`src/rtl/comparator_seq_nbit_pkg.sv`:
```
// Shared constants for the sequential comparator: FSM state encodings and slice width.
package comparator_pkg;

  localparam int unsigned SLICE_W = 2;

  localparam logic [1:0] StIdle = 2'd0;
  localparam logic [1:0] StScan = 2'd1;
  localparam logic [1:0] StDone = 2'd2;

endpackage

```
`src/rtl/comparator_seq_nbit_if.sv`:
```
// Start/busy/done handshake plus operand and result bus of the sequential comparator.
interface comparator_seq_nbit_if #(
  parameter int unsigned WIDTH = 8
);
  logic             start;
  logic [WIDTH-1:0] a;
  logic [WIDTH-1:0] b;
  logic             busy;
  logic             done;
  logic             e;
  logic             g;
  logic             l;

  modport master (
    output start, a, b,
    input  busy, done, e, g, l
  );

  modport slave (
    input  start, a, b,
    output busy, done, e, g, l
  );
endinterface

```
`src/rtl/comparator_seq_nbit_slice.sv`:
```
// Combinational 2-bit unsigned magnitude comparator slice.
module comparator_2bit_slice
  import comparator_pkg::*;
(
  input  logic [SLICE_W-1:0] x,
  input  logic [SLICE_W-1:0] y,
  output logic               e,
  output logic               g,
  output logic               l
);

  assign e = (x == y);
  assign g = (x > y);
  assign l = (x < y);

endmodule

```
`src/rtl/comparator_seq_nbit.sv`:
```
// Sequential N-bit unsigned comparator: scans 2-bit slices MSB first, exits on first difference.
module comparator_seq_nbit
  import comparator_pkg::*;
#(
  parameter int unsigned WIDTH = 8
) (
  input  logic                  clk,
  input  logic                  rst,
  comparator_seq_nbit_if.slave  bus
);

  localparam int unsigned SLICES = WIDTH / SLICE_W;
  localparam int unsigned IdxW   = (SLICES > 1) ? $clog2(SLICES) : 1;

  logic [1:0]       state_q, state_d;
  logic [IdxW-1:0]  idx_q, idx_d;
  logic [WIDTH-1:0] a_q, a_d;
  logic [WIDTH-1:0] b_q, b_d;
  logic             e_q, e_d;
  logic             g_q, g_d;
  logic             l_q, l_d;

  logic [SLICES-1:0][SLICE_W-1:0] a_sl;
  logic [SLICES-1:0][SLICE_W-1:0] b_sl;
  logic                           s_e, s_g, s_l;

  assign a_sl = a_q;
  assign b_sl = b_q;

  comparator_2bit_slice u_slice (
    .x (a_sl[idx_q]),
    .y (b_sl[idx_q]),
    .e (s_e),
    .g (s_g),
    .l (s_l)
  );

  always_comb begin
    state_d = state_q;
    idx_d   = idx_q;
    a_d     = a_q;
    b_d     = b_q;
    e_d     = e_q;
    g_d     = g_q;
    l_d     = l_q;
    unique case (state_q)
      StIdle: begin
        if (bus.start) begin
          a_d     = bus.a;
          b_d     = bus.b;
          idx_d   = IdxW'(SLICES - 1);
          e_d     = 1'b0;
          g_d     = 1'b0;
          l_d     = 1'b0;
          state_d = StScan;
        end
      end
      StScan: begin
        if (s_g || s_l) begin
          g_d     = s_g;
          l_d     = s_l;
          e_d     = 1'b0;
          state_d = StDone;
        end else if (idx_q == '0) begin
          e_d     = 1'b1;
          state_d = StDone;
        end else begin
          idx_d = idx_q - 1'b1;
        end
      end
      StDone: state_d = StIdle;
      default: state_d = StIdle;
    endcase
  end

  always_ff @(posedge clk) begin
    if (rst) begin
      state_q <= StIdle;
      idx_q   <= '0;
      e_q     <= 1'b0;
      g_q     <= 1'b0;
      l_q     <= 1'b0;
    end else begin
      state_q <= state_d;
      idx_q   <= idx_d;
      e_q     <= e_d;
      g_q     <= g_d;
      l_q     <= l_d;
    end
  end

  // Operands need no reset; they are only read after a capture.
  always_ff @(posedge clk) begin
    a_q <= a_d;
    b_q <= b_d;
  end

  assign bus.busy = (state_q != StIdle);
  assign bus.done = (state_q == StDone);
  assign bus.e    = e_q;
  assign bus.g    = g_q;
  assign bus.l    = l_q;

endmodule

```
`src/flat_wrapper.sv`:
```
// flat-port wrapper written by rule: the top's interface ports become plain ports
module comparator_seq_nbit_flat import comparator_pkg::*;
#(
  parameter int unsigned WIDTH = 8
)
  (clk, rst, bus_start, bus_a, bus_b, bus_busy, bus_done, bus_e, bus_g, bus_l);
  comparator_seq_nbit_if #(.WIDTH(WIDTH)) bus_i ();
  input  logic clk;
  input  logic rst;
  input wire logic [$bits(bus_i.start)-1:0] bus_start;
  input wire logic [$bits(bus_i.a)-1:0] bus_a;
  input wire logic [$bits(bus_i.b)-1:0] bus_b;
  output wire logic [$bits(bus_i.busy)-1:0] bus_busy;
  output wire logic [$bits(bus_i.done)-1:0] bus_done;
  output wire logic [$bits(bus_i.e)-1:0] bus_e;
  output wire logic [$bits(bus_i.g)-1:0] bus_g;
  output wire logic [$bits(bus_i.l)-1:0] bus_l;
  assign bus_i.start = bus_start;
  assign bus_i.a = bus_a;
  assign bus_i.b = bus_b;
  assign bus_busy = bus_i.busy;
  assign bus_done = bus_i.done;
  assign bus_e = bus_i.e;
  assign bus_g = bus_i.g;
  assign bus_l = bus_i.l;
  comparator_seq_nbit #(.WIDTH(WIDTH)) u_core (.clk(clk), .rst(rst), .bus(bus_i));
endmodule
```
`config.mk`:
```
export PLATFORM = sky130hd
export DESIGN_NAME = comparator_seq_nbit_flat
export DESIGN_NICKNAME = d
export VERILOG_FILES = /design/src/rtl/comparator_seq_nbit_pkg.sv /design/src/rtl/comparator_seq_nbit_if.sv /design/src/rtl/comparator_seq_nbit_slice.sv /design/src/rtl/comparator_seq_nbit.sv /design/src/flat_wrapper.sv
export SDC_FILE = /design/constraint.sdc
export NUM_CORES = 1
export LEC_CHECK = 0
export ABC_AREA = 1
export CORE_UTILIZATION = 51
export DETAILED_ROUTE_END_ITERATION = 12
export GPL_TIMING_DRIVEN = 1
export HOLD_SLACK_MARGIN = 0.03
export PLACE_DENSITY_LB_ADDON = 0.12
export SYNTH_ARGS = -nofsm -noshare
export SYNTH_HDL_FRONTEND = slang
export SYNTH_SLANG_ARGS = --single-unit
export TNS_END_PERCENT = 50
```
`constraint.sdc`:
```
create_clock -name clk -period 4.45 [get_ports clk]
set_input_delay 1.1125 -clock clk [delete_from_list [all_inputs] [get_ports clk]]
set_output_delay 1.1125 -clock clk [all_outputs]
set_load 0.02 [all_outputs]
```
After elaboration in Yosys (flattened, before gate mapping)
Cells that the tools add are included.
{"block": "classes", "order_cmp": 3, "n_reduce_logical": 10, "addsub": 1, "mux": 20, "eq_ne": 7}
{"op": "$mux 2", "n": 8}
{"op": "$bmux 2 s2", "n": 2}
{"op": "$pmux 2 s2", "n": 2}
{"op": "$ne 2x2->1 const B", "n": 3}
{"op": "$pmux 1 s2", "n": 3}
{"op": "$reduce_and 3->1", "n": 2}
{"op": "$mux 1", "n": 5}
{"op": "$logic_not 2->1", "n": 2}
{"op": "$reduce_and 2->1", "n": 2}
{"op": "$reduce_and 4->1", "n": 1}
{"op": "$reduce_bool 2->1", "n": 2}
{"op": "$lt 2x3->1 const B", "n": 1}
{"op": "$ne 3x1->1 const B", "n": 1}
{"op": "$eq 2x1->1 const B", "n": 1}
{"op": "$eq 2x2->1 const B", "n": 1}
{"op": "$gt 2x2->1", "n": 1}
{"op": "$lt 2x2->1", "n": 1}
{"op": "$ne 2x1->1 const B", "n": 1}
{"op": "$sub 2x1->2 const B", "n": 1}
{"op": "$logic_or 1x1->1", "n": 1}
{"block": "totals", "reg_bits": 23, "output_inout_bits": 5}

Depth between registers and ports, before layout
Gate-level depths: netlist (run 1).
{"block": "logic_depth", "depth_word": 6, "ltp_mapped": 13, "ltp_nobuf": 13}

Modules after synthesis
Synthesis (run 1) repeated with hierarchy kept, for this count alone.
{"block": "hier_totals", "hier_cells": 96, "area_unflattened_um2": 989.7}
{"module": "comparator_seq_nbit", "cells_each": 85, "area_each_um2": 924.6, "instances": 1, "seq_area_each_um2": 620.6}
{"module": "comparator_2bit_slice", "cells_each": 11, "area_each_um2": 65.1, "instances": 1, "seq_area_each_um2": 0.0}

Worst setup path after synthesis (run 1)
No wires, ideal clock.
{"block": "synth_path", "kind": "input port to flip-flop", "startpoint": "input port bus_start", "endpoint": "register u_core.a_q[0] (enable)", "arrival_time_ps": 1512, "setup_slack_ps": 2574, "setup_ps": 364, "path_stages": 2, "cell_sequence": "nand2_2 inv_1"}
{"block": "synth_via", "elab_chain_cells": 1}
{"item": "from (decl)", "line": "flat_wrapper.sv:10", "rtl": "input wire logic [$bits(bus_i.start)-1:0] bus_start;"}
{"item": "$reduce_and 2->1 (no line)"}
{"item": "to (signal assigned)", "line": "comparator_seq_nbit.sv:94", "rtl": "a_q <= a_d;"}
{"item": "to (decl)", "line": "comparator_seq_nbit.sv:17", "rtl": "logic [WIDTH-1:0] a_q, a_d;"}
No other way between the ends.
A chain may end at the register's enable or synchronous reset.

Worst setup path in the final report (run 1)
{"block": "layout_path", "startpoint": "register u_core.state_q[1]", "endpoint": "output port bus_done"}
{"block": "layout_via", "elab_chain_cells": 1}
{"item": "from (decl)", "line": "comparator_seq_nbit.sv:15", "rtl": "logic [1:0] state_q, state_d;"}
{"item": "from (signal assigned)", "line": "comparator_seq_nbit.sv:78", "rtl": "state_q <= StIdle;"}
{"item": "from (signal assigned)", "line": "comparator_seq_nbit.sv:84", "rtl": "state_q <= state_d;"}
{"item": "$eq 2x2->1", "line": "comparator_seq_nbit.sv:99", "rtl": "assign bus.done = (state_q == StDone);"}
{"item": "to (decl)", "line": "flat_wrapper.sv:14", "rtl": "output wire logic [$bits(bus_i.done)-1:0] bus_done;"}
No other way between the ends.

==> results of run 1 <==
==> cell usage in the layout (no fill, tap or decap), drive strengths merged, types with 4 or more instances in the layout <==
master         instances
nor2                  11
a21oi                  5
edfxtp                16
inv                    8
nand3                  4
o21ai                  7
dfxtp                  7
clkdlybuf4s50         23
nand2                 23
==> metal layers <==
| metal | global-route usage [%] | vias up |
|---|---|---|
| li1 | - | 378 |
| met1 | 17.95 | 344 |
| met2 | 35.21 | 22 |
| met3 | 4.762 | 7 |
| met4 | 12.94 | 0 |
| met5 | 0 | - |
==> kinds of logic after synthesis <==
logic type / Yosys count / synth area share (%)
flops: 23 / 63.10
compound gates: 17 / 10.43
buf+inv: 11 / 4.326
simple gates: 40 / 18.32
fa+ha+maj: 3 / 3.817
==> worst reg2reg max path: stages, from the launching register on <==
cell and delay [ns]:
dfxtp_1 0.56, clkinv_1 0.33, o21ai_0 0.25, o22ai_1 0.12, ha_1 0.32, nand2_1 0.09, nand2_2 0.10, nand2_1 0.12
nand2_4 0.07, nand2_2 0.08, nand2_1 0.05, nand2_1 0.05, nor2_1 0.04
==> layout make-up <==
cell class / count / area [um^2] / area share [%]
repair buffers: 23 / 230.2 / 18.16
flip-flops and latches: 23 / 620.6 / 48.96
inverters: 10 / 37.54 / 2.961
clock inverters: 1 / 5.005 / 0.3949
clock buffers: 3 / 22.52 / 1.777
multi-input cells: 60 / 320.3 / 25.27
well taps: 25 / 31.28 / 2.468
==> worst max path at each step <==
stage               slack (ns)            end              start  depth (start not counted)
floorplan                 2.57  u_core.a_q[0]          bus_start                          2
global placement          1.93  u_core.a_q[2]          bus_start                          3
detailed placement        1.92  u_core.b_q[5]          bus_start                          3
CTS                       1.89       bus_done  u_core.state_q[1]                          3
global route              1.82       bus_done  u_core.state_q[1]                          3
finish                    1.91       bus_done  u_core.state_q[1]                          3
==> power by group through the flow <==
| stage | combinational, uW | clock, uW | sequential, uW |
|---|---|---|---|
| finish | 169 | 90.4 | 270 |
| global placement | 163 | 0 | 275 |
| detailed placement | 167 | 0 | 275 |
| CTS | 171 | 93.2 | 271 |
| floorplan | 118 | 0 | 273 |
| global route | 195 | 101 | 273 |
==> metrics by stage <==
stage,instance area [um^2],util (%),hold slack (ns),cells
CTS,1267,71.84,0.4729,145
global placement,1240,70.28,0.4513,141
global route,1267,71.84,0.4911,145
floorplan,983.4,-,0.5295,94
finish,1267,71.84,0.4678,145
detailed placement,1240,70.28,0.4557,141
==> registers in the layout, indices dropped and copies added, names as in the netlist <==
name	flops
u_core.bus.l	1
u_core.bus.e	1
u_core.state_q	2
u_core.bus.g	1
u_core.idx_q	2
u_core.b_q	8
u_core.a_q	8
==> impl_metrics.py, run 1 <==
metrics = {
    "clock_tree": {
        "clk_path_buf_depth": 2,
        "cts_resized": 0,
        "holdBufCountCts": 0,
        "tritoncts": "yes",
        "postCtsSetupBuffers": 0,
        "h-tree-depth": 1,
        "clk_pin_slew_ns": 0.11,
        "root_buffer": "clkbuf_4",
        "cts_buffers": 3,
        "clk_latency_ns": 0.31,
        "cts_sinks": 23,
    },
    "synth": {
        "synth_top_area_share_pct": 48.85,
        "synth.area.top_cells": "edfxtp_1, dfxtp_1, nand2_1",
        "syn-cell-area_um2": 983.4,
        "yosysUniqueCellTypes": 20,
        "async_flop_share_pct": 0,
        "synth_common_cells": "nand2_1, edfxtp_1, nor2_1, dfxtp_1, inv_1",
        "syn_nets": 116,
        "yosysMostFrequentCell": "nand2_1",
        "postSynthCellCount": 94,
        "ys_seq_area_share_pct": 63.10,
        "synth_edf_count": 16,
        "synth_seq_cells": 23,
        "dominantRegCellSynth": "edfxtp_1",
        "yosys_warnings": 0,
        "syn_avg_cell_area_um2": 10.46,
        "synth_top_area_cell": "edfxtp_1",
    },
    "layout": {
        "antenna_cells": 0,
        "post_route_cells_drive_above_1_share_pct": 10.00,
        "synthToLayoutAreaGrowth_pct": 28.88,
        "fillers": 156,
        "layout.nets": 143,
    },
    "worst_setup_path": {
        "cp.required_ns": 3.34,
        "path_class": "flip-flop to primary output",
        "crit_chain": "inv_1, nor2_1, clkdlybuf4s50_1",
        "cpPeakStageDelay_ns": 0.60,
        "r2r-end": "u_core.idx_q[1]",
        "start_kind": "flip-flop",
        "end_kind": "primary output",
        "slowest_stage": "clkdlybuf4s50_1",
        "cp.arrival_ns": 1.43,
        "reg2reg_from": "u_core.idx_q[0]",
        "critPathTopFamily": "buffers and inverters",
        "crit_fanout": 3,
        "r2r.worst_path.cells": 12,
        "crit_buf_inv": 2,
        "r2r_setup_slack_ns": 2.20,
    },
    "outcome": {
        "status": "complete, no violations",
    },
    "global_routing": {
        "overflow": 0,
        "grtUsageTotal_pct": 19.05,
        "grt_pass1_wl_mm": 2.670,
        "antenna_found_initial": 0,
        "grt_pass1_vias": 702,
        "grt_start_max_net_pins": 17,
    },
    "route": {
        "firstDrtPassIters": 4,
        "top_layer": "met4",
        "met1_length_um": 621,
        "wl_per_cell_um": 11.37,
        "drt-total-wl_mm": 1.649,
        "viasPerCell": 5.179,
        "wl_met3_um": 75,
        "vias": 751,
        "dr_wl_met2_um": 894,
        "drtIter0Drc": 17,
        "drc": 0,
        "ant_nets": 0,
    },
    "sta": {
        "fmax_mhz": 393.1,
        "period_share_pct": 57.17,
        "clock_skew_ns": 0.005238,
        "worst_slack_ns": 1.906,
        "finalHoldViolCount": 0,
        "worst_slew_pin_slew_ns": 0.5842,
        "slew_headroom_pct": 61.01,
        "finalSetupTns_ns": 0,
        "maxSlewViolCount": 0,
        "setup_violations": 0,
        "rsz0062_at_grt": "no",
        "fin_crit_ns": 2.544,
    },
    "power_and_ir_drop": {
        "switching_share_pct": 32.61,
        "seqPwrFrac_pct": 51.0,
        "p_int_uw": 357.2,
        "clkPwrFrac_pct": 17.1,
        "ir_worst_vdd_uv": 241.7,
        "power.total_uw": 530.0,
        "p_sw_uw": 172.8,
        "combPwrFrac_pct": 31.9,
        "p_leak_uw": 0.0004930,
        "p_per_area_mw_per_mm2": 418.2,
    },
    "die": {
        "rows": 15,
        "core_mm2": 0.001764,
        "initial_core_util_pct": 55.74,
        "die_y_um": 45.91,
        "ios": 24,
        "die_w_um": 45.91,
        "die-area_mm2": 0.002108,
    },
    "place": {
        "portBuffers": 23,
        "globalplace.congestion": 0.9451,
        "dp_hpwl_mm": 1.268,
        "place_ws_ns": 1.916,
    },
    "hold_path": {
        "hold_path_end": "u_core.bus.e",
        "min_from": "u_core.bus.e",
        "min_path_cells": 2,
        "hold_class": "flip-flop to flip-flop",
    },
    "run": {
        "cap_violations": 0,
    },
}
Power figures use the tool's default switching activity.
==> run 2, diff against run 1 <==
Settings changed: CORE_UTILIZATION 51 to 47.
Clock period 4.45 ns to 2.4 ns, I/O delays scaled along.
==> run 2 against run 1 <==
Net effect: combinational power is 97% higher; utilization down 5.8 points; final cell count grew 2.8%; clock power grew 87%; routed wire length fell by 5.2%; die area up 8.2%; via count shrank 0.80%; flip-flop and latch count did not move; critical path type unchanged; critical endpoint unchanged; largest cell class unchanged.
==> impl_metrics.py, run 2 (synthesis gave the netlist of run 1 again) <==
metrics = {
    "worst_setup_path": {
        "end_kind": "primary output",
        "path_class": "flip-flop to primary output",
        "cp.arrival_ns": 1.44,
        "critPathTopFamily": "buffers and inverters",
        "reg2reg_from": "u_core.idx_q[0]",
        "crit_fanout": 3,
        "slowest_stage": "clkdlybuf4s50_1",
        "r2r.worst_path.cells": 12,
        "cp.required_ns": 1.80,
        "r2r_setup_slack_ns": 0.49,
        "crit_chain": "inv_1, nor2_1, clkdlybuf4s50_1",
        "start_kind": "flip-flop",
        "cpPeakStageDelay_ns": 0.61,
        "crit_buf_inv": 2,
        "r2r-end": "u_core.idx_q[1]",
    },
    "clock_tree": {
        "root_buffer": "clkbuf_4",
        "postCtsSetupBuffers": 0,
        "h-tree-depth": 1,
        "clk_path_buf_depth": 2,
        "clk_pin_slew_ns": 0.11,
        "cts_resized": 0,
        "cts_buffers": 3,
        "cts_sinks": 23,
        "holdBufCountCts": 0,
        "tritoncts": "yes",
        "clk_latency_ns": 0.30,
    },
    "layout": {
        "final_area_mm2": 0.001296,
        "reg.largest.list": "u_core.a_q x8, u_core.b_q x8",
        "post_route_cells_drive_above_1_share_pct": 10.66,
        "antenna_cells": 0,
        "layout.nets": 145,
        "layout_common_cells": "clkdlybuf4s50_1, nand2_1, edfxtp_1, nor2_1",
        "fin_util_pct": 66.07,
        "finalNonFillerCells": 149,
        "fillers": 178,
        "final_common_cell": "clkdlybuf4s50_1",
        "synthToLayoutAreaGrowth_pct": 31.81,
    },
    "hold_path": {
        "hold_path_end": "u_core.bus.e",
        "min_path_cells": 2,
        "hold_class": "flip-flop to flip-flop",
        "min_from": "u_core.bus.e",
    },
    "route": {
        "drt-total-wl_mm": 1.563,
        "viasPerCell": 5.000,
        "wl_per_cell_um": 10.49,
        "drc": 0,
        "drtIter0Drc": 11,
        "vias": 745,
        "ant_nets": 0,
        "firstDrtPassIters": 4,
    },
    "power_and_ir_drop": {
        "p_int_uw": 677.2,
        "p_leak_uw": 0.0005045,
        "p_sw_uw": 317.5,
        "clkPwrFrac_pct": 16.9,
        "p_per_area_mw_per_mm2": 767.4,
        "combPwrFrac_pct": 33.4,
        "switching_share_pct": 31.92,
        "ir_worst_vdd_uv": 466.9,
        "power.total_uw": 994.8,
        "seqPwrFrac_pct": 49.6,
    },
    "die": {
        "die_y_um": 47.75,
        "ios": 24,
        "initial_core_util_pct": 50.13,
        "die_w_um": 47.75,
        "rows": 16,
        "die-area_mm2": 0.002280,
        "core_mm2": 0.001962,
    },
    "global_routing": {
        "overflow": 0,
        "antenna_found_initial": 0,
        "grt_pass1_vias": 580,
        "grt_pass1_wl_mm": 2.304,
        "grtUsageTotal_pct": 15.18,
        "grt_start_max_net_pins": 13,
    },
    "place": {
        "dpl_cell_area_mm2": 0.001270,
        "dp_hpwl_mm": 1.231,
        "globalplace.congestion": 0.9044,
        "portBuffers": 23,
        "place_inst": 145,
    },
    "sta": {
        "setup_violations": 0,
        "finalHoldViolCount": 0,
        "clock_skew_ns": 0.002836,
        "fmax_mhz": 490.7,
        "finalSetupTns_ns": 0,
        "period_share_pct": 84.92,
        "slew_headroom_pct": 83.18,
        "rsz0062_at_grt": "no",
        "fin_crit_ns": 2.038,
        "worst_slew_pin_slew_ns": 0.2507,
        "maxSlewViolCount": 0,
    },
    "outcome": {
        "status": "complete, no violations",
    },
    "run": {
        "cap_violations": 0,
    },
}
[run 2: cell count changes in the layout (fill, tap and decap cells not counted), sizes merged]
| cell | change |
|---|---|
| clkinv | -1 |
| buf | +2 |
| clkbuf | +1 |
[run 2: layer usage]
| metal | GRT usage, % | vias to the layer above | wire length (um) |
|---|---|---|---|
| met5 | 0 | - | 0 |
| met2 | 23.51 | 18 | 802 |
| li1 | - | 380 | - |
| met3 | 4.528 | 0 | 79 |
| met1 | 19.76 | 347 | 680 |
| met4 | 6.667 | 0 | 0 |
[run 2: worst max-delay path by stage]
stage	from	end	slack (ns)	cells past startpoint
4_1_cts	u_core.state_q[1]	bus_done	0.34	3
3_5_place_dp	u_core.idx_q[0]	u_core.idx_q[1]	0.53	12
5_1_grt	u_core.idx_q[0]	u_core.idx_q[1]	0.22	12
3_3_place_gp	u_core.idx_q[0]	u_core.idx_q[1]	0.54	11
6_report	u_core.state_q[1]	bus_done	0.36	3
2_1_floorplan	u_core.idx_q[0]	u_core.idx_q[1]	0.74	11
[run 2: worst register-to-register path, stage by stage, from the launching register on]
cell,delay [ns]
dfxtp_1,0.36
clkinv_1,0.23
o21ai_0,0.23
o22ai_1,0.10
ha_1,0.29
nand2_1,0.07
inv_1,0.12
nand2_1,0.10
nand2_4,0.09
nand2_2,0.06
nand2_1,0.06
nand2_1,0.05
nor2_1,0.08
[run 2: per-stage QoR]
stage,setup WS [ns],hold slack [ns]
floorplan,0.7419,0.5295
global placement,0.5389,0.4539
detailed placement,0.5261,0.4679
CTS,0.3422,0.4850
global route,0.2152,0.5156
finish,0.3619,0.4803
[run 2: power by group through the flow]
stage	sequential, uW	combinational, uW	clock, uW
6_report	494	333	169
5_1_grt	497	376	189
4_1_cts	493	335	176
3_5_place_dp	503	333	0
3_3_place_gp	501	329	0
2_1_floorplan	506	219	0
[run 2: cell type report]
cell class / count / area (um^2) / area share (%)
tap: 27 / 33.78 / 2.606
sequential: 23 / 620.6 / 47.88
multi-input combinational: 60 / 320.3 / 24.71
timing repair buffer: 25 / 257.7 / 19.88
clock buffer: 4 / 26.28 / 2.027
inverter: 10 / 37.54 / 2.896
==> run 3, diff against run 2 <==
Clock period 2.4 ns to 1.9 ns, I/O delays scaled along.
==> run 3 against run 2 <==
Net effect: design area rose by 0.77%; global-route usage increased by 0.49 points; flip-flop and latch count stayed put; non-clock buffer count stayed put; clock skew decreased by 0.0022 ns; register-to-register slack worse by 0.32 ns; clock-buffer cell count did not move; final cell count is the same; routed wire length increased by 0.13%; via count decreased by 1.5%; largest cell class unchanged; highest routed layer is now met4.
==> impl_metrics.py, run 3 (synthesis gave the netlist of run 1 again) <==
metrics = {
    "outcome": {
        "status": "complete, no violations",
    },
    "worst_setup_path": {
        "r2r_setup_slack_ns": 0.17,
        "reg2reg_from": "u_core.idx_q[0]",
        "r2r-end": "u_core.idx_q[1]",
        "crit_chain": "clkdlybuf4s50_1",
        "critPathTopFamily": "buffers and inverters",
        "cp.required_ns": 1.42,
        "slowest_stage": "clkdlybuf4s50_1",
        "start_kind": "flip-flop",
        "end_kind": "primary output",
        "r2r.worst_path.cells": 12,
        "crit_fanout": 2,
        "cpPeakStageDelay_ns": 0.60,
        "crit_buf_inv": 1,
        "cp.arrival_ns": 1.26,
        "path_class": "flip-flop to primary output",
    },
    "hold_path": {
        "hold_class": "flip-flop to flip-flop",
        "hold_path_end": "u_core.bus.e",
        "min_from": "u_core.bus.e",
        "min_path_cells": 2,
    },
    "clock_tree": {
        "cts_sinks": 23,
        "root_buffer": "clkbuf_4",
        "h-tree-depth": 1,
        "clk_path_buf_depth": 2,
        "tritoncts": "yes",
        "postCtsSetupBuffers": 0,
        "clk_latency_ns": 0.30,
        "holdBufCountCts": 0,
        "cts_buffers": 3,
        "clk_pin_slew_ns": 0.12,
    },
    "layout": {
        "final_common_cell": "clkdlybuf4s50_1",
        "antenna_cells": 0,
        "final_area_mm2": 0.001306,
        "finalNonFillerCells": 149,
        "reg.largest.list": "u_core.a_q x8, u_core.b_q x8",
        "post_route_cells_drive_above_1_share_pct": 13.93,
        "layout.nets": 145,
        "layout_common_cells": "clkdlybuf4s50_1, nand2_1, edfxtp_1, nor2_1",
        "synthToLayoutAreaGrowth_pct": 32.82,
    },
    "global_routing": {
        "antenna_found_initial": 0,
        "grt_pass1_wl_mm": 2.442,
        "grtUsageTotal_pct": 15.67,
        "overflow": 0,
        "grt_pass1_vias": 607,
        "grt_start_max_net_pins": 17,
    },
    "power_and_ir_drop": {
        "switching_share_pct": 32.21,
        "p_sw_uw": 408.3,
        "p_leak_uw": 0.0005256,
        "combPwrFrac_pct": 33.2,
        "ir_worst_vdd_uv": 517.7,
        "clkPwrFrac_pct": 17.1,
        "p_int_uw": 859.6,
        "p_per_area_mw_per_mm2": 970.7,
        "seqPwrFrac_pct": 49.7,
    },
    "route": {
        "firstDrtPassIters": 5,
        "wl_per_cell_um": 10.50,
        "drtIter0Drc": 13,
        "drc": 0,
        "vias": 734,
        "drt-total-wl_mm": 1.565,
        "viasPerCell": 4.926,
        "ant_nets": 0,
    },
    "place": {
        "dpl_cell_area_mm2": 0.001270,
        "place_ws_ns": -0.02131,
        "globalplace.congestion": 0.8867,
        "portBuffers": 23,
        "place_inst": 145,
        "dp_hpwl_mm": 1.197,
    },
    "sta": {
        "slew_headroom_pct": 85.29,
        "setup_violations": 0,
        "rsz0062_at_grt": "no",
        "worst_slew_pin_slew_ns": 0.2200,
        "fmax_mhz": 575.6,
        "fin_crit_ns": 1.737,
        "holdWs_ns": 0.4942,
        "period_share_pct": 91.44,
        "clock_skew_ns": 0.0006493,
        "maxSlewViolCount": 0,
        "finalHoldViolCount": 0,
        "worst_slack_ns": 0.1626,
    },
    "die": {
        "die_y_um": 47.75,
        "rows": 16,
        "die-area_mm2": 0.002280,
        "initial_core_util_pct": 50.13,
        "ios": 24,
        "die_w_um": 47.75,
        "core_mm2": 0.001962,
    },
    "run": {
        "cap_violations": 0,
    },
}
[run 3: power by group through the flow]
stage	sequential [uW]	clock, uW	combinational, uW
2_1_floorplan	639	0	276
3_3_place_gp	638	0	409
3_5_place_dp	638	0	416
4_1_cts	627	225	417
5_1_grt	635	244	477
6_report	630	217	421
[run 3: through the flow]
step                      power [uW]  utilization [%]  TNS (ns)
after floorplan                915.6                -         0
after global placement          1047            64.73         0
after detailed placement        1054            64.73  -0.02131
after CTS                       1269            66.07         0
after global routing            1357            66.58         0
final                           1268            66.58         0
[run 3: cell type report]
class	count	area, um^2
Timing Repair Buffer	25	262.8
Inverter	10	38.79
Clock buffer	4	26.28
Fill cell	170	655.6
Multi-Input combinational cell	60	320.3
Sequential cell	23	624.3
Tap cell	27	33.78
[run 3: worst max-delay path by stage]
stage / cells past startpoint / from / slack [ns] / endpoint
finish: 1 / u_core.bus.l / 0.16 / bus_l
global route: 12 / u_core.idx_q[0] / 0.006 / u_core.idx_q[1]
CTS: 3 / u_core.state_q[0] / 0.02 / bus_busy
detailed placement: 11 / u_core.idx_q[0] / -0.02 / u_core.idx_q[1]
global placement: 10 / u_core.idx_q[0] / 0.008 / u_core.idx_q[0]
floorplan: 11 / u_core.idx_q[0] / 0.24 / u_core.idx_q[1]
[run 3: routing by layer]
layer / routed length [um] / vias up / GRT usage, %
li1: - / 381 / -
met1: 707 / 327 / 20.24
met2: 766 / 24 / 25.41
met3: 81 / 2 / 4.528
met4: 9 / 0 / 5.000
met5: 0 / - / 0
[run 3: what timing repair did]
| item | 4_1_cts | 5_1_grt |
|---|---|---|
| gates resized for setup | 2 | 8 |
| endpoints found under the hold margin | 0 | 0 |
| setup endpoints to repair | 3 | 7 |
| cloned | 0 | 0 |
